### config.mk
export PLATFORM = sky130hd
export DESIGN_NAME = turnos_control
export DESIGN_NICKNAME = d
export VERILOG_FILES = /design/src/rtl/turnos_control.sv
export SDC_FILE = /design/constraint.sdc
export NUM_CORES = 1
export LEC_CHECK = 0
export BUFFER_PORTS_ARGS = -buffer_cell sky130_fd_sc_hd__buf_2
export CORE_UTILIZATION = 30
export CTS_CLUSTER_DIAMETER = 120
export DETAILED_ROUTE_END_ITERATION = 16
export GPL_ROUTABILITY_DRIVEN = 0
export PLACE_DENSITY = 0.54
export SLEW_MARGIN = 20
export SYNTH_ARGS = -nofsm -noshare
export SYNTH_HDL_FRONTEND = slang
export SYNTH_SLANG_ARGS = --single-unit
### constraint.sdc
create_clock -name clk -period 2.35 [get_ports clk]
set_input_delay 0.47 -clock clk [delete_from_list [all_inputs] [get_ports clk]]
set_output_delay 0.47 -clock clk [all_outputs]
set_load 0.01 [all_outputs]
### src/rtl/turnos_control.sv
// Battleship turn sequencer: gates ship placement, alternates player/CPU shots through a
// valid/done handshake with the board logic, and counts hits per side to declare a winner.
module turnos_control #(
   parameter int unsigned TURN_CYCLES = 8,
   parameter int unsigned SHIP_CELLS  = 15
) (
   input  logic       clk,
   input  logic       rst_n,
   input  logic       start,
   input  logic       end_move_barcos,
   output logic       en_put_barcos,
   input  logic       player_fire,
   input  logic [2:0] player_x,
   input  logic [2:0] player_y,
   output logic       cpu_req,
   input  logic       cpu_valid,
   input  logic [2:0] cpu_x,
   input  logic [2:0] cpu_y,
   output logic       shot_valid,
   output logic [2:0] shot_x,
   output logic [2:0] shot_y,
   output logic       shot_target,
   input  logic       shot_done,
   input  logic       shot_hit,
   output logic [3:0] hits_player,
   output logic [3:0] hits_cpu,
   output logic       turn,
   output logic       turn_timeout,
   output logic       game_over,
   output logic       winner
);

   localparam int unsigned   TW         = (TURN_CYCLES > 1) ? $clog2(TURN_CYCLES) : 1;
   localparam logic [TW-1:0] TIMER_LAST = TW'(TURN_CYCLES - 1);
   localparam logic [3:0]    HIT_WIN    = 4'(SHIP_CELLS);

   typedef enum logic [2:0] {
      StIdle,
      StPlace,
      StPlayerTurn,
      StPlayerShot,
      StCpuTurn,
      StCpuShot,
      StGameOver
   } state_e;

   state_e        state_q;
   logic [TW-1:0] timer_q;
   logic          player_ok;
   logic          cpu_ok;
   logic [3:0]    hits_player_inc;
   logic [3:0]    hits_cpu_inc;

   // Only the 5x5 corner of the 3-bit coordinate space is a real board cell.
   assign player_ok       = player_fire && (player_x <= 3'd4) && (player_y <= 3'd4);
   assign cpu_ok          = cpu_valid && (cpu_x <= 3'd4) && (cpu_y <= 3'd4);
   assign hits_player_inc = hits_player + 4'd1;
   assign hits_cpu_inc    = hits_cpu + 4'd1;

   always_ff @(posedge clk or negedge rst_n) begin
      if (!rst_n) begin
         state_q       <= StIdle;
         timer_q       <= '0;
         en_put_barcos <= 1'b0;
         cpu_req       <= 1'b0;
         shot_valid    <= 1'b0;
         shot_x        <= 3'd0;
         shot_y        <= 3'd0;
         shot_target   <= 1'b0;
         hits_player   <= 4'd0;
         hits_cpu      <= 4'd0;
         turn          <= 1'b0;
         turn_timeout  <= 1'b0;
         game_over     <= 1'b0;
         winner        <= 1'b0;
      end else begin
         turn_timeout <= 1'b0;
         case (state_q)
            StIdle, StGameOver: begin
               if (start) begin
                  state_q       <= StPlace;
                  en_put_barcos <= 1'b1;
                  hits_player   <= 4'd0;
                  hits_cpu      <= 4'd0;
                  turn          <= 1'b0;
                  game_over     <= 1'b0;
                  winner        <= 1'b0;
               end
            end
            StPlace: begin
               if (end_move_barcos) begin
                  state_q       <= StPlayerTurn;
                  en_put_barcos <= 1'b0;
                  turn          <= 1'b0;
                  timer_q       <= '0;
               end
            end
            StPlayerTurn: begin
               // A valid fire on the expiry cycle takes priority over the forfeit.
               if (player_ok) begin
                  state_q     <= StPlayerShot;
                  shot_valid  <= 1'b1;
                  shot_x      <= player_x;
                  shot_y      <= player_y;
                  shot_target <= 1'b0;
               end else if (timer_q == TIMER_LAST) begin
                  state_q      <= StCpuTurn;
                  cpu_req      <= 1'b1;
                  turn         <= 1'b1;
                  turn_timeout <= 1'b1;
               end else begin
                  timer_q <= timer_q + 1'b1;
               end
            end
            StPlayerShot: begin
               if (shot_done) begin
                  shot_valid <= 1'b0;
                  if (shot_hit) hits_player <= hits_player_inc;
                  if (shot_hit && (hits_player_inc == HIT_WIN)) begin
                     state_q   <= StGameOver;
                     game_over <= 1'b1;
                     winner    <= 1'b0;
                  end else begin
                     state_q <= StCpuTurn;
                     cpu_req <= 1'b1;
                     turn    <= 1'b1;
                  end
               end
            end
            StCpuTurn: begin
               if (cpu_ok) begin
                  state_q     <= StCpuShot;
                  cpu_req     <= 1'b0;
                  shot_valid  <= 1'b1;
                  shot_x      <= cpu_x;
                  shot_y      <= cpu_y;
                  shot_target <= 1'b1;
               end
            end
            StCpuShot: begin
               if (shot_done) begin
                  shot_valid <= 1'b0;
                  if (shot_hit) hits_cpu <= hits_cpu_inc;
                  if (shot_hit && (hits_cpu_inc == HIT_WIN)) begin
                     state_q   <= StGameOver;
                     game_over <= 1'b1;
                     winner    <= 1'b1;
                  end else begin
                     state_q <= StPlayerTurn;
                     turn    <= 1'b0;
                     timer_q <= '0;
                  end
               end
            end
            default: state_q <= StIdle;
         endcase
      end
   end

endmodule
# Word level (Yosys, flattened, before mapping)
# Index checks and enable logic that the tools add are counted.
[classes]
n_reduce_logical = 28
magnitude_cmp = 4
n_eq_ne = 26
n_addsub = 3
mux = 59
[op_table]
columns = ["operator", "n"]
rows = [
  ["$mux W3", 17],
  ["$ne A2 B2 Y1 const B", 15],
  ["$reduce_and A6 Y1", 4],
  ["$mux W1", 23],
  ["$mux W4", 5],
  ["$pmux W3 S6", 1],
  ["$pmux W4 S2", 2],
  ["$eq A3 B3 Y1 const B", 4],
  ["$le A3 B3 Y1 const B", 4],
  ["$pmux W1 S3", 4],
  ["$pmux W3 S2", 2],
  ["$reduce_and A4 Y1", 3],
  ["$reduce_bool A3 Y1", 4],
  ["$pmux W3 S3", 1],
  ["$reduce_and A9 Y1", 1],
  ["$add A4 B1 Y4 const B", 2],
  ["$eq A4 B4 Y1 const B", 2],
  ["$reduce_bool A2 Y1", 4],
  ["$eq A3 B2 Y1 const B", 2],
  ["$logic_and A1 B1 Y1", 6],
  ["$reduce_and A3 Y1", 2],
  ["$pmux W1 S5", 1],
  ["$reduce_bool A5 Y1", 1],
  ["$pmux W1 S2", 2],
  ["other kinds (7)", 8],
]
[word_totals]
out_inout_bits = 22
wordCells = 134
ff_bits = 28
input_bits = 20

# Depth between registers and ports, before layout
[logic_depth]
depth_word = 6
depth_mapped = 9
mapped_depth_nobuf = 8

# Worst setup path before layout
# No wires, ideal clock.
[synth_timing]
path_type = "flip-flop to flip-flop"
from = "register hits_cpu[0]"
to = "register turn"
n_path_buf = 0
setup_time_ps = 125
synth_period_minus_slack_ps = 1914
required_ps = 2225
setup_slack_ps = 436
stages_incl_launch_ff = 8
arrival_time_ps = 1789
cell_sequence = "dfrtp_1 -> inv_1 -> ha_1 -> nand4b_1 -> o32ai_1 -> a221o_1 -> a311oi_2 -> mux2_4"
[synth_via]
elab_chain_cells = 5
[synth_lines]
columns = ["element", "line", "rtl"]
rows = [
  ["start, declared", "26", "output logic [3:0] hits_cpu,"],
  ["start signal, assigned", "143", "if (shot_hit) hits_cpu <= hits_cpu_inc;"],
  ["$add A4 B1 Y4", "58", "assign hits_cpu_inc = hits_cpu + 4'd1;"],
  ["$eq A4 B4 Y1", "144", "if (shot_hit && (hits_cpu_inc == HIT_WIN)) begin"],
  ["$logic_and A1 B1 Y1", "144", ""],
  ["$ne A2 B2 Y1 (no source line)", "n/a", ""],
  ["$reduce_and A9 Y1 (no source line)", "n/a", ""],
  ["end signal, assigned", "109", "turn <= 1'b1;"],
  ["end signal, assigned", "126", "turn <= 1'b1;"],
  ["end signal, assigned", "150", "turn <= 1'b0;"],
  ["end, declared", "27", "output logic turn,"],
]
# No other way between the ends.
# A chain may end at the register's enable or synchronous reset.

# Worst setup path in the final report
# Same ends and word-level chain as after synthesis.

==> out/results.ini <==
[layout]
final_net_count = 260
drive_gt1_share_pct = 26.7
post-route-util_pct = 37.3
final.fill_count = 585
instances_no_fill = 304
syn_to_final_growth_pct = 20.3
multi_input_area_um2 = 900
diodes = 0
stdcell_area_mm2 = 0.00204
seq_area_um2 = 701

[timing]
finalClockSkew_ns = 0.00390
slew_viol_final = 0
period_needed_ns = 2.09
fmax_mhz = 478
fin_crit_sh_pct = 89.1
hold_viol_final = 0
finalSetupTns_ns = 0
slew_headroom_pct = 56.9
setup_violations = 0
rsz0062_at_grt = no
tightest_slew_ns = 0.647
hold_ws_ns = 0.206
timing.final.ws_setup_ns = 0.257

[cts]
cts_tree = yes
cts_made_buffers = 3
cts.clk_slew.worst_paths_ns = 0.10
clock_path_buffers = 2
post_cts.repair.setup_buffers = 0
cts-root-buf = clkbuf_8
cts_hold_buffers = 0
post_cts_resized = 0
h-tree-depth = 1
clk_latency_ns = 0.28
cts_sinks = 28

[floorplanning]
ios = 42
core_area_mm2 = 0.00547
num_rows = 27
dieWidth_um = 77.2
start_util_pct = 31.0
die_area_mm2 = 0.00596
die-height_um = 77.2

[routing]
drcViolationCount = 0
wl_per_cell_um = 13.2
wl_met2_um = 1900
dr.pass1.iters = 4
drt-met1-wl_um = 1940
vias = 1503
wl_met3_um = 109
ant_nets = 0
routed_wl_um = 4000
drtIter0Drc = 62
topRoutingLayerUsed = met4
vias_per_cell = 4.94

[yosys]
async_flop_share_pct = 100
ys_seq_area_share_pct = 41.3
synth_area_mm2 = 0.00170
ys_warn_count = 0
synth_enable_flop_cells = 0
synth_cells = 188
yosysUniqueCellTypes = 47
yosysTopAreaCell = dfrtp_1
syn_area_per_cell_um2 = 9.03
synth_ff_type = dfrtp_1
yosysTopAreaCellShare_pct = 41.3
synthTopCellsByArea = dfrtp_1 (41%), ha_1 (5.2%), nor2_1 (5.1%), nand2_1 (4.6%), o21ai_0 (4.1%)
synth_seq_cells = 28
synth.net_count = 215

[pwr]
power_mw = 2.14
p_leak_nw = 0.958
powerDensity_mw_per_mm2 = 1050
vdd_drop_max_uv = 479

[global_route]
antenna_found_initial = 0
grt_overflow = 0
grt_pass1_wl_um = 6780
grt_max_degree = 29
grtUsageTotal_pct = 14.2
grt_pass1_vias = 1446

[placed_design]
hpwl_um = 2960
dp_cells = 300
dpl_worst_slack_ns = 0.266
port_buffers = 41
placed_area_mm2 = 0.00197

[worst_setup_path]
crit_path_max_fanout = 7
critPathLaunchType = register
worstRegToRegCells = 8
timing_worst_setup_path_type = register to register
cp.arrival_ns = 2.27
critPathCaptureType = register
required_ns = 2.53

[hold_path]
hp-class = input pin to asynchronous set/reset pin

[job]
drv_cap = 0

[run_status]
outcome = finished, final reports clean

## worst max-delay path, stage by stage, from the launching register on
cell and delay (ns):
dfrtp_1 0.45, inv_1 0.07, ha_1 0.20, nand4b_1 0.10, o32ai_1 0.09, buf_4 0.16
a221o_1 0.34, a311oi_2 0.24, mux2_4 0.32
## layer usage
metal	track usage, %	up-vias
met5	0	-
met2	23.5	24
li1	-	764
met4	4.72	0
met1	18.5	708
met3	2.62	7
## cell families after synthesis
| group | count (synthesis) | share of synthesized area (%) |
|---|---|---|
| buf+inv | 15 | 5.75 |
| mux | 10 | 6.41 |
| simple gates | 73 | 20.5 |
| flops | 28 | 41.3 |
| xor+xnor | 5 | 2.58 |
| compound gates | 50 | 18.4 |
| fa+ha+maj | 7 | 5.16 |
## area by class of cell
cell class | instances | area share [%]
sequential | 28 | 34.3
clock inverter | 1 | 1.47
multi-input combinational | 145 | 44.1
clock buffer | 3 | 2.02
tap | 72 | 4.41
inverter | 8 | 1.47
timing repair buffer | 47 | 12.3
## sequential cells by signal (all words and copies together), names as in the netlist
register,flops
game_over,1
shot_x,3
winner,1
turn,1
turn_timeout,1
cpu_req,1
shot_target,1
state_q,3
shot_y,3
timer_q,3
en_put_barcos,1
hits_player,4
hits_cpu,4
shot_valid,1
## layout by cell type, fill, tap and decap left out, types with 7 or more instances in the layout
master	n
a21oi_1	10
buf_2	41
dfrtp_1	28
ha_1	7
inv_1	7
nand2_1	21
nand3_1	7
nor2_1	23
o21ai_0	14
o22ai_1	11
## synthesized netlist by cell type (2+ instances only)
library cell  number
xnor2_1            3
dfrtp_1           28
ha_1               7
o21ai_0           14
nand2b_1           3
a21oi_1           10
and3_1             2
clkbuf_8           3
nor2_1            23
o22ai_1           11
mux2i_1            6
buf_2              3
nand2_1           21
mux2_2             3
nor2b_1            3
xor2_1             2
nand3_1            7
a31oi_1            3
inv_1              7
nand4_1            2
## power breakdown
group          switching (mW)  internal, mW
combinational           0.553         0.453
sequential              0.117         0.629
clock                   0.159         0.228
## path summary, 6_finish.rpt
check	startpoint	endpoint	slack, ns
max reg2reg	hits_cpu[0]	turn	0.26
min	rst_n	shot_y[1]	0.21
max in group asynchronous	rst_n	game_over	1.73
max	hits_cpu[0]	turn	0.26
min reg2reg	shot_target	shot_target	0.48
min in group clk	cpu_y[0]	shot_y[0]	0.46
(Power assumes the default switching activity.)
